==> config.mk <==
export PLATFORM = sky130hd
export DESIGN_NAME = pc_sequencer
export DESIGN_NICKNAME = d
export VERILOG_FILES = /design/src/rtl/pc_sequencer.sv
export SDC_FILE = /design/constraint.sdc
export NUM_CORES = 1
export LEC_CHECK = 0
export ABC_AREA = 1
export CAP_MARGIN = 20
export CORE_ASPECT_RATIO = 1.75
export CORE_MARGIN = 5
export CORE_UTILIZATION = 44
export CTS_CLUSTER_SIZE = 24
export DETAILED_ROUTE_END_ITERATION = 6
export GPL_TIMING_DRIVEN = 1
export PLACE_DENSITY = 0.85
export SKIP_CTS_REPAIR_TIMING = 1
export SYNTH_ARGS = -nofsm -noshare
export SYNTH_HDL_FRONTEND = slang
export SYNTH_SLANG_ARGS = --single-unit
export TNS_END_PERCENT = 50
==> constraint.sdc <==
create_clock -name i_clk -period 2.3 [get_ports i_clk]
set_input_delay 0.345 -clock i_clk [delete_from_list [all_inputs] [get_ports i_clk]]
set_output_delay 0.345 -clock i_clk [all_outputs]
set_load 0.05 [all_outputs]
==> src/rtl/pc_sequencer.sv <==
`default_nettype none
// ============================================================================
// pc_sequencer : next-PC selection, IF/ID and ID/EX flush strobes, halt drain
// Rev 1.0
// ============================================================================
module pc_sequencer #(
    parameter int                   BITS_SIZE    = 32,
    parameter logic [BITS_SIZE-1:0] RESET_PC     = '0,
    parameter int                   DRAIN_CYCLES = 3
) (
    input  logic                 i_clk,
    input  logic                 i_reset,
    input  logic                 i_enable,
    input  logic                 i_stall,
    input  logic                 i_halt,
    input  logic                 i_jump,
    input  logic [BITS_SIZE-1:0] i_jump_target,
    input  logic                 i_jr,
    input  logic [BITS_SIZE-1:0] i_jr_target,
    input  logic                 i_branch_taken,
    input  logic [BITS_SIZE-1:0] i_branch_target,
    output logic [BITS_SIZE-1:0] o_pc,
    output logic [BITS_SIZE-1:0] o_pc4,
    output logic                 o_flush_ifid,
    output logic                 o_flush_idex,
    output logic                 o_halted,
    output logic                 o_misaligned
);

    localparam int                   CNT_W      = (DRAIN_CYCLES > 1) ? $clog2(DRAIN_CYCLES) : 1;
    localparam logic [CNT_W-1:0]     DRAIN_LOAD = CNT_W'(DRAIN_CYCLES - 1);
    localparam logic [BITS_SIZE-1:0] PC_STEP    = BITS_SIZE'(4);

    typedef enum logic [1:0] {
        ST_IDLE   = 2'd0,
        ST_RUN    = 2'd1,
        ST_DRAIN  = 2'd2,
        ST_HALTED = 2'd3
    } state_t;

    state_t               state_q, state_d;
    logic [BITS_SIZE-1:0] pc_q, pc_d;
    logic [CNT_W-1:0]     cnt_q, cnt_d;
    logic                 halted_q, halted_d;
    logic                 mis_q, mis_d;
    logic                 flush_ifid, flush_idex;

    always_comb begin
        state_d    = state_q;
        pc_d       = pc_q;
        cnt_d      = cnt_q;
        halted_d   = halted_q;
        mis_d      = mis_q;
        flush_ifid = 1'b0;
        flush_idex = 1'b0;

        if (i_enable) begin
            case (state_q)
                // IDLE advances exactly like RUN on its first enabled cycle
                ST_IDLE, ST_RUN: begin
                    state_d = ST_RUN;
                    if (i_branch_taken) begin
                        pc_d       = {i_branch_target[BITS_SIZE-1:2], 2'b00};
                        mis_d      = mis_q | (|i_branch_target[1:0]);
                        flush_ifid = 1'b1;
                        flush_idex = 1'b1;
                    end else if (i_stall) begin
                        pc_d = pc_q;
                    end else if (i_halt) begin
                        flush_ifid = 1'b1;
                        state_d    = ST_DRAIN;
                        cnt_d      = DRAIN_LOAD;
                    end else if (i_jr) begin
                        pc_d       = {i_jr_target[BITS_SIZE-1:2], 2'b00};
                        mis_d      = mis_q | (|i_jr_target[1:0]);
                        flush_ifid = 1'b1;
                    end else if (i_jump) begin
                        pc_d       = {i_jump_target[BITS_SIZE-1:2], 2'b00};
                        mis_d      = mis_q | (|i_jump_target[1:0]);
                        flush_ifid = 1'b1;
                    end else begin
                        pc_d = pc_q + PC_STEP;
                    end
                end
                ST_DRAIN: begin
                    if (cnt_q == '0) begin
                        state_d  = ST_HALTED;
                        halted_d = 1'b1;
                    end else begin
                        cnt_d = cnt_q - CNT_W'(1);
                    end
                end
                ST_HALTED: begin
                    state_d = ST_HALTED;
                end
                default: begin
                    state_d = ST_IDLE;
                end
            endcase
        end
    end

    always_ff @(posedge i_clk) begin
        if (i_reset) begin
            state_q  <= ST_IDLE;
            pc_q     <= RESET_PC;
            cnt_q    <= '0;
            halted_q <= 1'b0;
            mis_q    <= 1'b0;
        end else begin
            state_q  <= state_d;
            pc_q     <= pc_d;
            cnt_q    <= cnt_d;
            halted_q <= halted_d;
            mis_q    <= mis_d;
        end
    end

    // Strobes are suppressed under reset so no stale redirect clears a pipe stage
    assign o_flush_ifid = flush_ifid & ~i_reset;
    assign o_flush_idex = flush_idex & ~i_reset;
    assign o_pc         = pc_q;
    assign o_pc4        = pc_q + PC_STEP;
    assign o_halted     = halted_q;
    assign o_misaligned = mis_q;

endmodule
`default_nettype wire

==> results by group, run 1 <==
Worst setup path
  – Worst Path Arrival: 1.88 ns
  – Startpoint Class: flop
  – RR Endpoint: o_pc[14]
  – Critical Path RT: 1.96 ns
  – Reg-to-Reg Start: o_pc[6]
  – Worst-path maximum fanout: 5
  – Path type of the worst setup path: reg -> out
  – Crit end category: output pin
  – Reg2Reg Depth: 10
  – Worst R2R Setup Slack: 0.56 ns

Power
  – Combinational power share: 0.422
  – Power Internal: 1.56 mW
  – PD cells: 457 nW/um^2
  – Lkg Pwr: 2.24 nW
  – Maximum vdd drop: 326 uV
  – Sequential share of power: 0.292
  – Clock power share: 0.286
  – Switching share of total power: 0.380
  – Net Sw Power: 0.954 mW

Yosys
  – FFs w/ async S/R, synth: 0
  – Seq cells post-synth: 36
  – Post-Synthesis Cells: 606
  – Post-synth top flop: dfxtp_1
  – Synth Area in Simple Gates: 0.494
  – Post-synthesis sequential area ratio: 0.220
  – Area leader, netlist: nand2_1
  – Syn. warnings: 0
  – Synth Area in Adders: 0.00764
  – Synth Cell Area: 3270 um^2
  – Largest family of logic cells by synthesized area: simple AND/OR/NAND/NOR gates
  – Synthesized area per cell: 5.40 um^2
  – Number of library cell types mapped by synthesis: 32
  – Number of flops mapped to enable cells by yosys: 0
  – Synth Area in XOR/XNOR: 0.0187
  – Multiplexer share of the synthesized area: 0
  – Post-synth top area share: 0.225
  – Fraction of the mapped netlist area in compound gates: 0.167
  – Area contributors post-synth: nand2_1 (22%), dfxtp_1 (22%), nor2_1 (12%)

CTS
  – Clock sink total: 36
  – TritonCTS clock tree: yes
  – Worst-path clk slew: 0.06 ns
  – CTS Root Cell: clkbuf_16
  – Max clock buf depth: 2
  – H-tree levels: 2
  – TritonCTS Buffers: 5
  – Skew-Pair Late Insertion Delay: 0.29 ns

Timing
  – Fin. Hold Viols: 0
  – FMAX: 449 MHz
  – Worst Skew: 0.00357 ns
  – Fin crit share: 0.968
  – Fin. max-slew vios: 0
  – Slew margin rel.: 0.464
  – Tmin final: 2.23 ns
  – Hold WS: 0.457 ns
  – TNS Setup: 0 ns
  – Setup violators final: 0
  – Worst-Margin Slew: 0.803 ns

Global routing
  – First-pass GRT wire length: 20.0 mm
  – Initial antenna violation count: 0
  – Number of global-route vias before repair: 4418
  – Largest net degree at the start of global routing: 51
  – Gr usage total: 0.279
  – Total gr overflow: 0

Run status
  – Status: complete, no violations

Drt
  – Final ANT Viol Nets: 0
  – Initial DRC count: 318
  – Met1 Routed Length: 4.53 mm
  – Via-per-instance ratio: 5.32
  – DR WL met2: 7.29 mm
  – WL/cell: 15.7 um
  – DRT Pass-1 Iters: 5
  – Vias: 4526
  – Max Used Layer: met4
  – Drt drc: 0
  – Met3 wire length: 953 um
  – Total wire length: 13.3 mm

Worst hold path
  – Hold Path Class: reg -> reg
  – Hold Path Depth: 2
  – Worst Min Path Start: o_misaligned
  – Worst Hold Endpoint: o_misaligned

Floorplanning
  – Die Y: 124 um
  – Die ar.: 9340 um^2
  – Top Ports: 172
  – Row count: 41
  – Die width: 75.2 um
  – Core ar.: 7230 um^2
  – Initial Utilization: 0.453

Run
  – Max_cap viols: 0

Placed design
  – Gp weighted congestion: 0.889
  – I/O Buffers: 167
  – DP Cell Count: 842
  – Dpl hpwl: 10.2 mm

Cells and area
  – Diode count: 0
  – Nets: 869
  – Area delta synth->final: 68.0%
  – Fillers: 584
  – Final core occ: 0.760
  – Share of cells above drive strength 1: 0.115
  – Cell Count, Final, Fillers Out: 850
==> synth_stat cells (4+ instances only) <==
library cell  instances
nand2_1             196
nor2_1              106
a21oi_1              62
nand3_1              51
inv_1                43
dfxtp_1              36
o21ai_0              20
clkbuf_1             19
o211ai_1             10
nor2_2                8
or2_2                 7
buf_2                 5
buf_4                 4
xnor2_1               4
==> worst max-delay path, stage by stage, from the launching register on <==
cell	delay (ns)
dfxtp_1	0.45
nand2_1	0.17
nor2_1	0.22
nand2_4	0.11
nor2_4	0.20
nand2_1	0.08
nand2_1	0.08
nand2_1	0.10
buf_12	0.17
==> layout make-up <==
cell class | count | area [um^2] | area share
Tap cell | 86 | 108 | 0.0196
Inverter | 44 | 165 | 0.0300
Clock inverter | 2 | 10.0 | 0.00182
Multi-Input combinational cell | 499 | 2350 | 0.428
Sequential cell | 36 | 727 | 0.132
Timing Repair Buffer | 177 | 2000 | 0.364
Clock buffer | 6 | 139 | 0.0253
==> layer usage <==
metal,global-route usage,up-vias
li1,-,2255
met1,0.271,2048
met2,0.530,182
met3,0.0525,41
met4,0.152,0
met5,0,-
==> cells by family (layout without fill, tap and decap cells) <==
family	Yosys count	count (layout)
XOR/XNOR	7	7
other	1	4
adder cells (fa/ha/maj)	2	2
buffers and inverters	74	229
AO/OA/AOI/OAI	100	100
flip-flops	36	36
AND/OR/NAND/NOR	386	386
==> registers in the layout, indices dropped and copies added, names as in the netlist <==
register	flops
o_pc	30
cnt_q	2
state_q	2
o_halted	1
o_misaligned	1
==> how the worst max path moves through the flow <==
stage,startpoint,endpoint,slack (ns),depth (start not counted)
after detailed placement,i_jr,o_misaligned,0.20,6
after global placement,i_jr,o_misaligned,0.26,6
after global routing,o_pc[4],o_pc4[23],-0.01,8
final,o_pc[6],o_pc4[30],0.07,8
after floorplan,o_pc[6],o_pc[7],-0.04,7
after CTS,o_pc[3],o_pc4[20],-0.10,8
==> stage by stage <==
| stage | setup WS, ns | area, um^2 | power, mW |
|---|---|---|---|
| 2_1_floorplan | -0.0406 | 3330 | 1.31 |
| 3_3_place_gp | 0.259 | 5300 | 1.78 |
| 3_5_place_dp | 0.197 | 5300 | 1.79 |
| 4_1_cts | -0.101 | 5450 | 2.51 |
| 5_1_grt | -0.0127 | 5500 | 2.61 |
| 6_report | 0.0746 | 5500 | 2.51 |
==> placed cells by master, fill, tap and decap left out, types with 4 or more instances in the layout <==
cell type / instances
nor2_1: 103
o211ai_1: 10
nand2_1: 194
inv_1: 43
o21ai_0: 20
dfxtp_2: 5
nor2_4: 5
buf_12: 26
or2_2: 7
buf_4: 13
nor2_2: 9
dfxtp_1: 31
a21oi_1: 62
clkbuf_16: 5
clkdlybuf4s50_1: 138
conb_1: 4
nand3_1: 50
==> power by group through the flow <==
stage                     registers (mW)  logic (mW)  clock network (mW)
after floorplan                    0.859       0.446                   0
after global placement             0.741        1.04                   0
after detailed placement           0.742        1.05                   0
after CTS                          0.729        1.06               0.725
after global routing               0.741        1.12               0.746
final                              0.735        1.06               0.718
No activity file was read; power rests on OpenSTA's default activity.
==> run 2: changes to the inputs <==
Settings changed: MAX_ROUTING_LAYER set to met4, REMOVE_ABC_BUFFERS set to 1.
==> results by group, run 2 (synthesis gave the netlist of run 1 again) <==
Power
  – Power Internal: 1.57 mW (+0.63%)
  – Maximum vdd drop: 480 uV (+47%)
  – Switching share of total power: 0.375 (-0.00501)
  – Clock power share: 0.279 (-0.007)
  – Lkg Pwr: 2.23 nW (-0.61%)
  – Total Power: 2.51 mW (-0.18%)
  – Combinational power share: 0.430 (+0.008)
  – Sequential share of power: 0.291 (about the same)
  – Net Sw Power: 0.940 mW (-1.5%)
  – PD cells: 456 nW/um^2 (-0.20%)

Cells and area
  – Max FFs per register: 30 (unchanged)
  – Most frequent cells in the layout: nand2_1 (193), clkdlybuf4s50_1 (137), nor2_1 (104)
  – Share of cells above drive strength 1: 0.109 (-0.00595)
  – Diode count: 0 (unchanged)
  – Nets: 874 (+0.58%)
  – Final Cell Area: 5500 um^2 (about the same)
  – Area delta synth->final: 68.0% (about the same)
  – Commonest non-fill, non-tap cell in the layout: nand2_1

Run
  – Max_cap viols: 0 (unchanged)

Worst setup path
  – Crit-path cells: ha_2 -> nand2_1 -> nor2_2 -> nand2_2 -> xnor2_1 -> buf_12
  – Critical Path Stages: 6 (-2)
  – WP buf/inv: 1 (unchanged)
  – CP peak stage delay: 0.40 ns (-0.05 ns)
  – Critical Path RT: 1.96 ns (about the same)
  – Path type of the worst setup path: reg -> out
  – Startpoint Class: flop
  – Crit path max-delay family: XOR/XNOR gates
  – Worst Path Arrival: 1.84 ns (-0.04 ns)
  – Crit path max-delay cell type: xnor2_1
  – Worst-path maximum fanout: 5 (unchanged)
  – Crit end category: output pin
  – Reg2Reg Depth: 9 (-1)

Drt
  – Vias: 4662 (+3.0%)
  – WL/cell: 16.0 um (+1.8%)
  – Via-per-instance ratio: 5.45 (+2.4%)
  – Drt drc: 0 (unchanged)
  – Initial DRC count: 335 (+5.3%)
  – Total wire length: 13.7 mm (+2.4%)
  – DRT Pass-1 Iters: 5 (unchanged)
  – Final ANT Viol Nets: 0 (unchanged)

Global routing
  – Number of global-route vias before repair: 4741 (+7.3%)
  – Initial antenna violation count: 0 (unchanged)
  – Gr usage total: 0.307 (+0.0278)
  – First-pass GRT wire length: 21.6 mm (+7.7%)
  – Total gr overflow: 0 (unchanged)
  – Largest net degree at the start of global routing: 51 (unchanged)

Timing
  – Worst-Margin Slew: 0.814 ns (+0.0114 ns)
  – RSZ-0062 raised after global routing: false
  – Tmin final: 2.19 ns (-0.0356 ns)
  – Setup violators final: 0 (unchanged)
  – Slew margin rel.: 0.457 (-0.00761)
  – FMAX: 457 MHz (+1.6%)
  – Fin. Hold Viols: 0 (unchanged)
  – Fin crit share: 0.952 (-0.0155)
  – Fin. max-slew vios: 0 (unchanged)
  – Worst Skew: 0.00399 ns (+0.000420 ns)

Run status
  – Status: complete, no violations

CTS
  – Worst-path clk slew: 0.05 ns (about the same)
  – H-tree levels: 2 (unchanged)
  – TritonCTS Buffers: 5 (unchanged)
  – CTS Root Cell: clkbuf_16
  – TritonCTS clock tree: yes
  – Max clock buf depth: 2 (unchanged)
  – Skew-Pair Late Insertion Delay: 0.28 ns (about the same)
  – Clock sink total: 36 (unchanged)

Placed design
  – Dpl hpwl: 10.7 mm (+4.4%)
  – Gp weighted congestion: 0.882 (-0.81%)
  – Placed cell areas: 5310 um^2 (+0.19%)
  – I/O Buffers: 167 (unchanged)

Floorplanning
  – Top Ports: 172 (unchanged)
  – Initial Utilization: 0.453 (unchanged)
  – Die width: 75.2 um (unchanged)
  – Die ar.: 9340 um^2 (unchanged)
  – Row count: 41 (unchanged)
  – Die Y: 124 um (unchanged)
  – Core ar.: 7230 um^2 (unchanged)

Worst hold path
  – Hold Path Depth: 2 (unchanged)
  – Hold Path Class: reg -> reg
-- run 2: layout make-up --
cell class	count	area (um^2)
clock buffers	8	146
inverters	44	165
fillers	614	1730
repair buffers	182	2060
well taps	86	108
flip-flops and latches	36	722
multi-input cells	499	2300
-- run 2: stage by stage --
stage	instances	setup WS (ns)	hold WS, ns	util	TNS, ns
final	855	0.110	0.469	0.761	0
after global routing	855	0.00212	0.501	0.761	0
after CTS	854	-0.0434	0.478	0.755	-0.0438
after detailed placement	846	0.144	0.464	0.735	0
after global placement	846	0.201	0.444	0.735	0
after floorplan	579	-0.489	0.407	-	-2.83
-- run 2: path summary, 6_finish.rpt --
path            start   endpoint  slack, ns
max           o_pc[3]  o_pc4[10]       0.11
min          o_halted   o_halted       0.47
max reg2reg   o_pc[3]   o_pc[10]       0.45
min reg2reg  o_halted   o_halted       0.47
-- run 2: worst reg2reg max path: cells and delay by family (launching register included) --
kind                       cells  cell delay [ns]
and+or+nand+nor                5             0.54
xor gates and xnor gates       1             0.40
adders and majority gates      1             0.23
DFF                            1             0.37
AOI/OAI and AO/OA              2             0.26
-- run 2: layer usage --
layer  GRT usage  part of all wire  vias to the layer above  wire length (um)
met5           -                 0                        -                 0
met4       0.165             0.050                        0               687
met3      0.0606             0.079                       61              1080
met2       0.549              0.54                      228              7410
met1       0.303              0.33                     2117              4480
li1            -                 -                     2256                 -
-- run 2: power by group through the flow --
stage	combinational (mW)	sequential [mW]	clock, mW
floorplan	0.407	0.856	0
global placement	1.06	0.737	0
global route	1.15	0.735	0.743
finish	1.08	0.729	0.700
CTS	1.08	0.726	0.710
detailed placement	1.07	0.739	0
